### src/rtl/uart_tx_word.sv
// Word-wide UART transmitter: serialises WORD_CHARS characters back-to-back, least-significant first.
// Optional parity bit per character when UART_TX_PARITY_EN is defined.
module uart_tx_word #(
    parameter int unsigned CLKS_PER_BIT = 868,
    parameter int unsigned DATA_BITS    = 8,
    parameter int unsigned WORD_CHARS   = 4,
    parameter int unsigned STOP_BITS    = 1
) (
    input  logic                              Clock,
    input  logic                              rst,
    input  logic [DATA_BITS*WORD_CHARS-1:0]   in_data,
    input  logic                              in_valid,
`ifdef UART_TX_PARITY_EN
    input  logic                              parity_odd,
`endif
    output logic                              in_ready,
    output logic                              TxD,
    output logic                              tx_busy,
    output logic                              char_done
);

    localparam int unsigned WORD_W = DATA_BITS * WORD_CHARS;
    localparam int unsigned CNT_W  = $clog2(CLKS_PER_BIT);
    localparam int unsigned BIT_W  = $clog2(DATA_BITS);
    localparam int unsigned CHAR_W = (WORD_CHARS > 1) ? $clog2(WORD_CHARS) : 1;

    localparam logic [CNT_W-1:0]  CNT_MAX   = CNT_W'(CLKS_PER_BIT - 1);
    localparam logic [BIT_W-1:0]  LAST_BIT  = BIT_W'(DATA_BITS - 1);
    localparam logic [CHAR_W-1:0] LAST_CHAR = CHAR_W'(WORD_CHARS - 1);
    localparam logic              LAST_STOP = 1'(STOP_BITS - 1);

`ifdef UART_TX_PARITY_EN
    typedef enum logic [2:0] {IDLE, START, DATA, PARITY, STOP} state_t;
`else
    typedef enum logic [2:0] {IDLE, START, DATA, STOP} state_t;
`endif

    state_t              state, state_d;
    logic [CNT_W-1:0]    cnt, cnt_d;
    logic [BIT_W-1:0]    bit_idx, bit_d;
    logic [CHAR_W-1:0]   char_idx, char_d;
    logic                stop_idx, stop_d;
    logic [WORD_W-1:0]   shreg, sh_d;
    logic                txd_d;
    logic                char_done_d;
    logic                cnt_exp;
`ifdef UART_TX_PARITY_EN
    logic                par_odd_q, par_odd_d;
    logic                par_bit, par_bit_d;
`endif

    assign cnt_exp  = (cnt == '0);
    assign in_ready = (state == IDLE);
    assign tx_busy  = (state != IDLE);

    // State and datapath registers; reset parks the line high
    always_ff @(posedge Clock or posedge rst) begin
        if (rst) begin
            state     <= IDLE;
            cnt       <= '0;
            bit_idx   <= '0;
            char_idx  <= '0;
            stop_idx  <= 1'b0;
            shreg     <= '0;
            TxD       <= 1'b1;
            char_done <= 1'b0;
`ifdef UART_TX_PARITY_EN
            par_odd_q <= 1'b0;
            par_bit   <= 1'b0;
`endif
        end else begin
            state     <= state_d;
            cnt       <= cnt_d;
            bit_idx   <= bit_d;
            char_idx  <= char_d;
            stop_idx  <= stop_d;
            shreg     <= sh_d;
            TxD       <= txd_d;
            char_done <= char_done_d;
`ifdef UART_TX_PARITY_EN
            par_odd_q <= par_odd_d;
            par_bit   <= par_bit_d;
`endif
        end
    end

    // Next-state and next-output logic; TxD carries the value of the bit being entered
    always_comb begin
        state_d = state;
        cnt_d   = cnt;
        bit_d   = bit_idx;
        char_d  = char_idx;
        stop_d  = stop_idx;
        sh_d    = shreg;
        txd_d   = TxD;
`ifdef UART_TX_PARITY_EN
        par_odd_d = par_odd_q;
        par_bit_d = par_bit;
`endif
        if (state != IDLE) begin
            cnt_d = cnt_exp ? CNT_MAX : cnt - CNT_W'(1);
        end

        case (state)
            IDLE: begin
                txd_d = 1'b1;
                if (in_valid) begin
                    state_d = START;
                    cnt_d   = CNT_MAX;
                    sh_d    = in_data;
                    char_d  = '0;
                    txd_d   = 1'b0;
`ifdef UART_TX_PARITY_EN
                    par_odd_d = parity_odd;
`endif
                end
            end
            START: begin
                if (cnt_exp) begin
                    state_d = DATA;
                    bit_d   = '0;
                    txd_d   = shreg[0];
`ifdef UART_TX_PARITY_EN
                    par_bit_d = (^shreg[DATA_BITS-1:0]) ^ par_odd_q;
`endif
                end
            end
            DATA: begin
                if (cnt_exp) begin
                    sh_d = shreg >> 1;
                    if (bit_idx == LAST_BIT) begin
`ifdef UART_TX_PARITY_EN
                        state_d = PARITY;
                        txd_d   = par_bit;
`else
                        state_d = STOP;
                        stop_d  = 1'b0;
                        txd_d   = 1'b1;
`endif
                    end else begin
                        bit_d = bit_idx + BIT_W'(1);
                        txd_d = shreg[1];
                    end
                end
            end
`ifdef UART_TX_PARITY_EN
            PARITY: begin
                if (cnt_exp) begin
                    state_d = STOP;
                    stop_d  = 1'b0;
                    txd_d   = 1'b1;
                end
            end
`endif
            STOP: begin
                if (cnt_exp) begin
                    if (stop_idx == LAST_STOP) begin
                        if (char_idx == LAST_CHAR) begin
                            state_d = IDLE;
                            cnt_d   = '0;
                            txd_d   = 1'b1;
                        end else begin
                            state_d = START;
                            char_d  = char_idx + CHAR_W'(1);
                            txd_d   = 1'b0;
                        end
                    end else begin
                        stop_d = 1'b1;
                    end
                end
            end
            default: begin
                state_d = IDLE;
                txd_d   = 1'b1;
            end
        endcase

        // Pulse lands on the final cycle of a character's last stop bit
        char_done_d = (state_d == STOP) && (stop_d == LAST_STOP) && (cnt_d == '0);
    end

endmodule

### config.mk
export PLATFORM = sky130hd
export DESIGN_NAME = uart_tx_word
export DESIGN_NICKNAME = d
export VERILOG_FILES = /design/src/rtl/uart_tx_word.sv
export SDC_FILE = /design/constraint.sdc
export NUM_CORES = 1
export LEC_CHECK = 0
export ABC_CLOCK_PERIOD_IN_PS = 2200
export BUFFER_PORTS_ARGS = -buffer_cell sky130_fd_sc_hd__buf_4
export CAP_MARGIN = 20
export CELL_PAD_IN_SITES_DETAIL_PLACEMENT = 1
export CELL_PAD_IN_SITES_GLOBAL_PLACEMENT = 1
export CORE_ASPECT_RATIO = 1.2
export CORE_UTILIZATION = 39
export DETAILED_ROUTE_END_ITERATION = 8
export GPL_TIMING_DRIVEN = 1
export PLACE_DENSITY = 0.8
export SYNTH_ARGS = -nofsm -noshare
export SYNTH_HDL_FRONTEND = slang
export SYNTH_SLANG_ARGS = --single-unit
### constraint.sdc
create_clock -name Clock -period 2.2 [get_ports Clock]
set_clock_uncertainty 0.05 [all_clocks]
set_input_delay 0.11 -clock Clock [delete_from_list [all_inputs] [get_ports Clock]]
set_output_delay 0.11 -clock Clock [all_outputs]
set_load 0.1 [all_outputs]
==> flow_summary.toml, run 1 <==
[sta]
max_freq_ghz = 0.445
slew_headroom_pct = 57.2
grt_setup_unrepaired = "true"
final.setup.worst_slack_ns = -0.0484
hold_slack_ns = 0.00227
setup_tns_ns = -0.0484
fin_crit_ns = 2.25
finalSetupViolCount = 1
period_share_pct = 102
final-max-slew-violation-count = 0
finalHoldViolCount = 0
worst_pin_slew_ns = 0.642

[run_status]
status = "finished, violations left"
violations = "negative setup slack"

[worst_setup_path]
worstPathArrival_ns = 2.39
r2r_slack_ns = -0.05
crit_buf_inv = 1
cp_slowest_stage_delay_ns = 0.41
reg2reg_to = "char_done$_DFF_PP0_"
path_class = "reg -> reg"
required_ns = 2.34
crit_family = "simple AND/OR/NAND/NOR gates"
reg2reg_depth = 8
cp_max_fo = 4
critPathLaunchType = "flip-flop"
crit_slowest_cell = "or3b_4"
crit_chain = "inv_2, ha_4, or3b_4, nor4_4, a31oi_1, o21a_1, nand4b_1, nor4bb_1"
crit_path_end_kind = "flip-flop"
reg2reg_from = "cnt[1]$_DFF_PP0_"

[final_layout]
n_antenna_cell = 0
final_cell_area_um2 = 3510
layout-drive-gt1-share_pct = 27.7
nets = 413
area_growth_pct = 29.0

[yosys]
synthTopCellsByCount = "nand2_1 (73), dfrtp_1 (52), nor2_1 (48)"
synth_top_area_share_pct = 47.8
synth-edff-count = 0
syn_inst = 309
synth.most_common_cell = "nand2_1"
synth_area_leader_cell = "dfrtp_1"
synth_ff_type = "dfrtp_1"
async_reset_ff_share_pct = 100
syn-cell-area_um2 = 2720
yosys_warnings = 0
synth.area.top_cells = "dfrtp_1 (48%), nand2_1 (10%), a31oi_1 (7.4%)"
seq_area_frac_synth_pct = 48.8
synth_nets = 348
synth_seq_cells = 53
syn_avg_cell_area_um2 = 8.81
synth_cell_type_count = 51

[route]
drt-initial-drc-count = 42
via_count = 2495
final_antenna_net_count = 0
viasPerCell = 5.40
wl_per_cell_um = 15.3
drc = 0
dr.pass1.iters = 4
drt_wl_total_mm = 7.09

[placed_design]
globalplace.congestion = 0.824
port_buffers = 38
dpl_worst_slack_ns = -0.178
dpl_cell_area_um2 = 3280
hpwlAfterDp_mm = 5.06

[power_and_ir_drop]
p_total_mw = 2.61
cellLeakagePower_nw = 1.55
ir_worst_vdd_mv = 0.340
power.density_nw_per_um2 = 743

[cts]
clkLatencyLatePin_ns = 0.31
cts.sinks = 53
cts_tree = "yes"
numCtsBuffers = 5
cts_buffer_depth = 2
cts-root-buf = "clkbuf_8"
h-tree-depth = 2
clkSlewWorstSetupHoldPaths_ns = 0.10

[floorplan]
die_h_um = 93.5
dieWidth_um = 78.3
io_pins = 39
rows = 33
core_um2 = 6770
start_util_pct = 40.2
die-area_um2 = 7320

[run]
cap_viol_max_count = 0

[hold_path]
hold_path.class = "in -> reg"
hold_depth = 3
whs_endpoint = "shreg[31]$_DFFE_PP0P_"
worstHoldStart = "in_data[31]"

[global_route]
grt_pass1_vias = 2509
grt_pass1_wl_mm = 11.7
overflow = 0
grt_max_degree = 33
grtUsageTotal_pct = 20.4
antenna_found_initial = 0
## worst max-delay path by stage
stage,from,endpoint,slack [ns],cells past startpoint
floorplan,cnt[0]$_DFF_PP0_,char_done$_DFF_PP0_,0.04,8
global placement,cnt[0]$_DFF_PP0_,char_done$_DFF_PP0_,-0.003,8
detailed placement,cnt[0]$_DFF_PP0_,char_done$_DFF_PP0_,-0.18,8
CTS,cnt[1]$_DFF_PP0_,char_done$_DFF_PP0_,-0.06,8
global route,cnt[1]$_DFF_PP0_,char_done$_DFF_PP0_,-0.09,8
finish,cnt[1]$_DFF_PP0_,char_done$_DFF_PP0_,-0.05,8
## layout make-up
cell class                      instances  area [um2]
Clock buffer                            6        72.6
Sequential cell                        53        1330
Tap cell                               87         109
Inverter                                6        25.0
Fill cell                             797        3260
Clock inverter                          2        13.8
Multi-Input combinational cell        232        1310
Timing Repair Buffer                   76         648
## state kept, by name, summed over array words and instances, names as in the netlist
| register | count |
|---|---|
| char_done | 1 |
| bit_idx | 3 |
| state | 3 |
| shreg | 32 |
| char_idx | 2 |
| TxD | 1 |
| cnt | 10 |
| stop_idx | 1 |
## metal layers
layer	track usage, %	part of all wire, %	up-vias
met5	0	0	-
met4	4.78	1.6	0
met3	2.44	2.2	10
met2	37.8	54	42
met1	25.0	42	1243
li1	-	-	1200
## where the power goes
group	leakage, nW	total, mW	internal [mW]	switching, mW
Clock	0.0456	0.549	0.228	0.321
Combinational	0.896	0.775	0.378	0.397
Sequential	0.606	1.28	1.15	0.132
Total	1.55	2.61	1.76	0.849
## cells in the final DEF, fill, tap and decap left out, types with 3 or more instances in the layout
cell type  count
xnor2_1        4
inv_2          3
a31oi_1       32
clkbuf_8       5
mux2_2         3
o21ai_0        4
ha_1           3
buf_12         3
nor2_1        48
buf_4         69
xor2_1         3
nand2_1       73
a21oi_1        7
nand3_1        3
nor3_1         7
dfrtp_1       52
## worst reg2reg max path: cells and delay by family (launching register included)
| kind | cells | cell delay [ns] |
|---|---|---|
| buffers and inverters | 1 | 0.07 |
| AO/OA/AOI/OAI | 2 | 0.21 |
| flip-flops | 1 | 0.40 |
| adder cells (fa/ha/maj) | 1 | 0.14 |
| AND/OR/NAND/NOR | 4 | 1.27 |
## timing repair
item	CTS	global route
endpoints found under the hold margin	26	0
resized for setup	9	1
endpoints found under the setup margin	1	36
gates cloned	0	2
buffers inserted	1	3
hold buffers	2	0
pin swaps	3	1
## logic make-up (layout without fill, tap and decap cells)
family | after synthesis | after routing | synth area share (%)
DFF | 53 | 53 | 48.8
xor gates and xnor gates | 7 | 7 | 2.25
other | 1 | 1 | 0.138
buffers and inverters | 24 | 90 | 4.74
muxes | 4 | 4 | 1.61
and+or+nand+nor | 154 | 154 | 25.6
adders and majority gates | 4 | 4 | 1.84
AOI/OAI and AO/OA | 62 | 62 | 15.1
## per-stage QoR
| step | instances | utilization, % |
|---|---|---|
| floorplan | 309 | - |
| global placement | 446 | 48.5 |
| detailed placement | 446 | 48.5 |
| CTS | 457 | 50.7 |
| global route | 462 | 51.8 |
| finish | 462 | 51.8 |
Power figures use the tool's default switching activity.
==> inputs of run 2 (changes only) <==
ABC_AREA = 1   (was default)
CORE_UTILIZATION = 37   (was 39)
PLACE_DENSITY = 0.78   (was 0.8)
==> run 2 against run 1 <==
  * The run now ends clean
  * Synthesized area decreased by 0.69%
  * Cell area is 8.0% lower
  * Die area is 4.6% higher
  * Clock power up 26%
  * Highest routed layer unchanged
==> flow_summary.toml, run 2 <==
[global_route]
grt_pass1_vias = 2436
antenna_found_initial = 0
grtUsageTotal_pct = 19.3
grt_max_degree = 64
grt_pass1_wl_mm = 11.4
overflow = 0

[power_and_ir_drop]
cellLeakagePower_nw = 1.54
power.density_nw_per_um2 = 797
internal-power_mw = 1.75
power.share.sequential_pct = 49.3
power.switching_mw = 0.822
ir_worst_vdd_mv = 0.362
power_frac_clock_pct = 26.8
switching_share_pct = 31.9
combPwrFrac_pct = 23.9

[cts]
cts_tree = "yes"
h-tree-depth = 2
cts.sinks = 53
cts-root-buf = "clkbuf_8"
cts_buffer_depth = 2
clkSlewWorstSetupHoldPaths_ns = 0.10
post_cts_buffers = 0
clkLatencyLatePin_ns = 0.30
numCtsBuffers = 5

[route]
drt-initial-drc-count = 79
final_antenna_net_count = 0
drc = 0
dr.pass1.iters = 4
wl_per_cell_um = 13.8
viasPerCell = 5.04
via_count = 2416
drt_wl_total_mm = 6.62

[final_layout]
final_cell_area_um2 = 3230
largest_registers = "shreg (32), cnt (10)"
layout_common_cells = "nand2_1 (106), nor2_1 (53), dfrtp_1 (52), buf_4 (43), inv_1 (32)"
layout-drive-gt1-share_pct = 16.3
area_growth_pct = 19.5
layoutNonFillerInstCount = 479
n_antenna_cell = 0
final_common_cell = "nand2_1"
top_register = "shreg"
nets = 430
largest_reg_flops = 32

[yosys]
async_reset_ff_share_pct = 100
seq_area_frac_synth_pct = 49.1
synth_nets = 390
yosys_warnings = 0
synth_ff_type = "dfrtp_1"
synth_cell_type_count = 30
syn_inst = 351
synthTopCellsByCount = "nand2_1 (106), nor2_1 (53), dfrtp_1 (52)"
synth_top_area_share_pct = 48.1
synth.most_common_cell = "nand2_1"
syn-cell-area_um2 = 2700
synth_area_leader_cell = "dfrtp_1"
synth-edff-count = 0
synth.area.top_cells = "dfrtp_1 (48%), nand2_1 (15%), nor2_1 (7.4%)"
synth_seq_cells = 53
syn_avg_cell_area_um2 = 7.70

[sta]
max_freq_ghz = 0.495
worst_pin_slew_ns = 0.511
slew_headroom_pct = 65.9
grt_setup_unrepaired = "false"
final-max-slew-violation-count = 0
fin_crit_ns = 2.02
period_share_pct = 91.8
setup_tns_ns = 0
finalHoldViolCount = 0
finalSetupViolCount = 0

[floorplan]
rows = 33
dieWidth_um = 80.0
core_um2 = 6940
start_util_pct = 39.0
die-area_um2 = 7650
die_h_um = 95.6
io_pins = 39

[worst_setup_path]
r2r_slack_ns = 0.18
crit_path_end_kind = "flip-flop"
critPathLaunchType = "flip-flop"
path_class = "reg -> reg"
worstPathArrival_ns = 2.17
cp_max_fo = 4
required_ns = 2.35

[run_status]
status = "completed"

[placed_design]
place_inst = 470
dpl_cell_area_um2 = 3100
hpwlAfterDp_mm = 4.97
port_buffers = 38
globalplace.congestion = 0.839

[run]
cap_viol_max_count = 0

[hold_path]
hold_path.class = "in -> reg"
==> run 2: power by group through the flow <==
stage | registers [mW] | logic (mW) | clock network [mW]
3_5_place_dp | 1.29 | 0.619 | 0
3_3_place_gp | 1.28 | 0.599 | 0
4_1_cts | 1.27 | 0.623 | 0.721
6_report | 1.27 | 0.615 | 0.690
2_1_floorplan | 1.28 | 0.425 | 0
5_1_grt | 1.29 | 0.706 | 0.751
==> run 2: stage by stage <==
stage	utilization, %	power (mW)	hold WS, ns	worst slack, ns
global placement	44.7	1.87	0.108	0.234
finish	46.6	2.57	0.0134	0.181
floorplan	-	1.70	0.207	0.300
global route	46.6	2.75	0.00894	0.00123
CTS	46.5	2.61	0.00342	0.164
detailed placement	44.7	1.91	0.111	0.185
==> run 2: metal layers <==
metal	vias up	routed length, um	global-route usage, %
met5	-	0	0
met4	0	135	6.99
met3	10	159	3.44
met2	39	3400	33.8
met1	1161	2920	23.7
li1	1206	-	-
==> run 2: cell families after synthesis <==
| family | count (synthesis) | share of synthesized area, % |
|---|---|---|
| AO/OA/AOI/OAI | 48 | 11.1 |
| XOR/XNOR | 1 | 0.324 |
| adder cells (fa/ha/maj) | 4 | 1.85 |
| buffers and inverters | 47 | 7.55 |
| flip-flops | 53 | 49.1 |
| other | 1 | 0.139 |
| AND/OR/NAND/NOR | 197 | 30.0 |
==> run 2: worst paths after layout <==
check	start	end	cells past startpoint
worst max register to register	cnt[0]$_DFF_PP0_	char_idx[0]$_DFFE_PP0P_	9
min in group asynchronous	rst	bit_idx[2]$_DFFE_PP0P_	3
worst min-delay path	in_data[4]	shreg[4]$_DFFE_PP0P_	3
max in group asynchronous	rst	TxD$_DFFE_PP1P_	4
worst min register to register	TxD$_DFFE_PP1P_	TxD$_DFFE_PP1P_	2
worst max-delay path	cnt[0]$_DFF_PP0_	char_idx[0]$_DFFE_PP0P_	9
==> run 2: area by class of cell <==
class	instances	area (um2)
inverter	34	128
clock inverter	1	30.0
tap	87	109
clock buffer	7	86.3
multi-input combinational	251	1180
fill	881	3710
sequential	53	1330
timing repair buffer	46	373
==> run 2: what timing repair did <==
| item | in CTS | in global routing |
|---|---|---|
| hold buffers | 1 | 0 |
| gates resized for setup | 0 | 1 |
| setup endpoints to repair | 0 | 1 |
| hold endpoints to repair | 19 | 0 |
==> run 2: critical path, cell delays in order, from the launching register on <==
cell and delay (ns):
dfrtp_1 0.42, inv_1 0.12, ha_1 0.23, nand2_1 0.11, nor2_1 0.18, nand2_1 0.16
o21ai_2 0.18, and3_1 0.24, o21ai_0 0.11, o21a_1 0.11
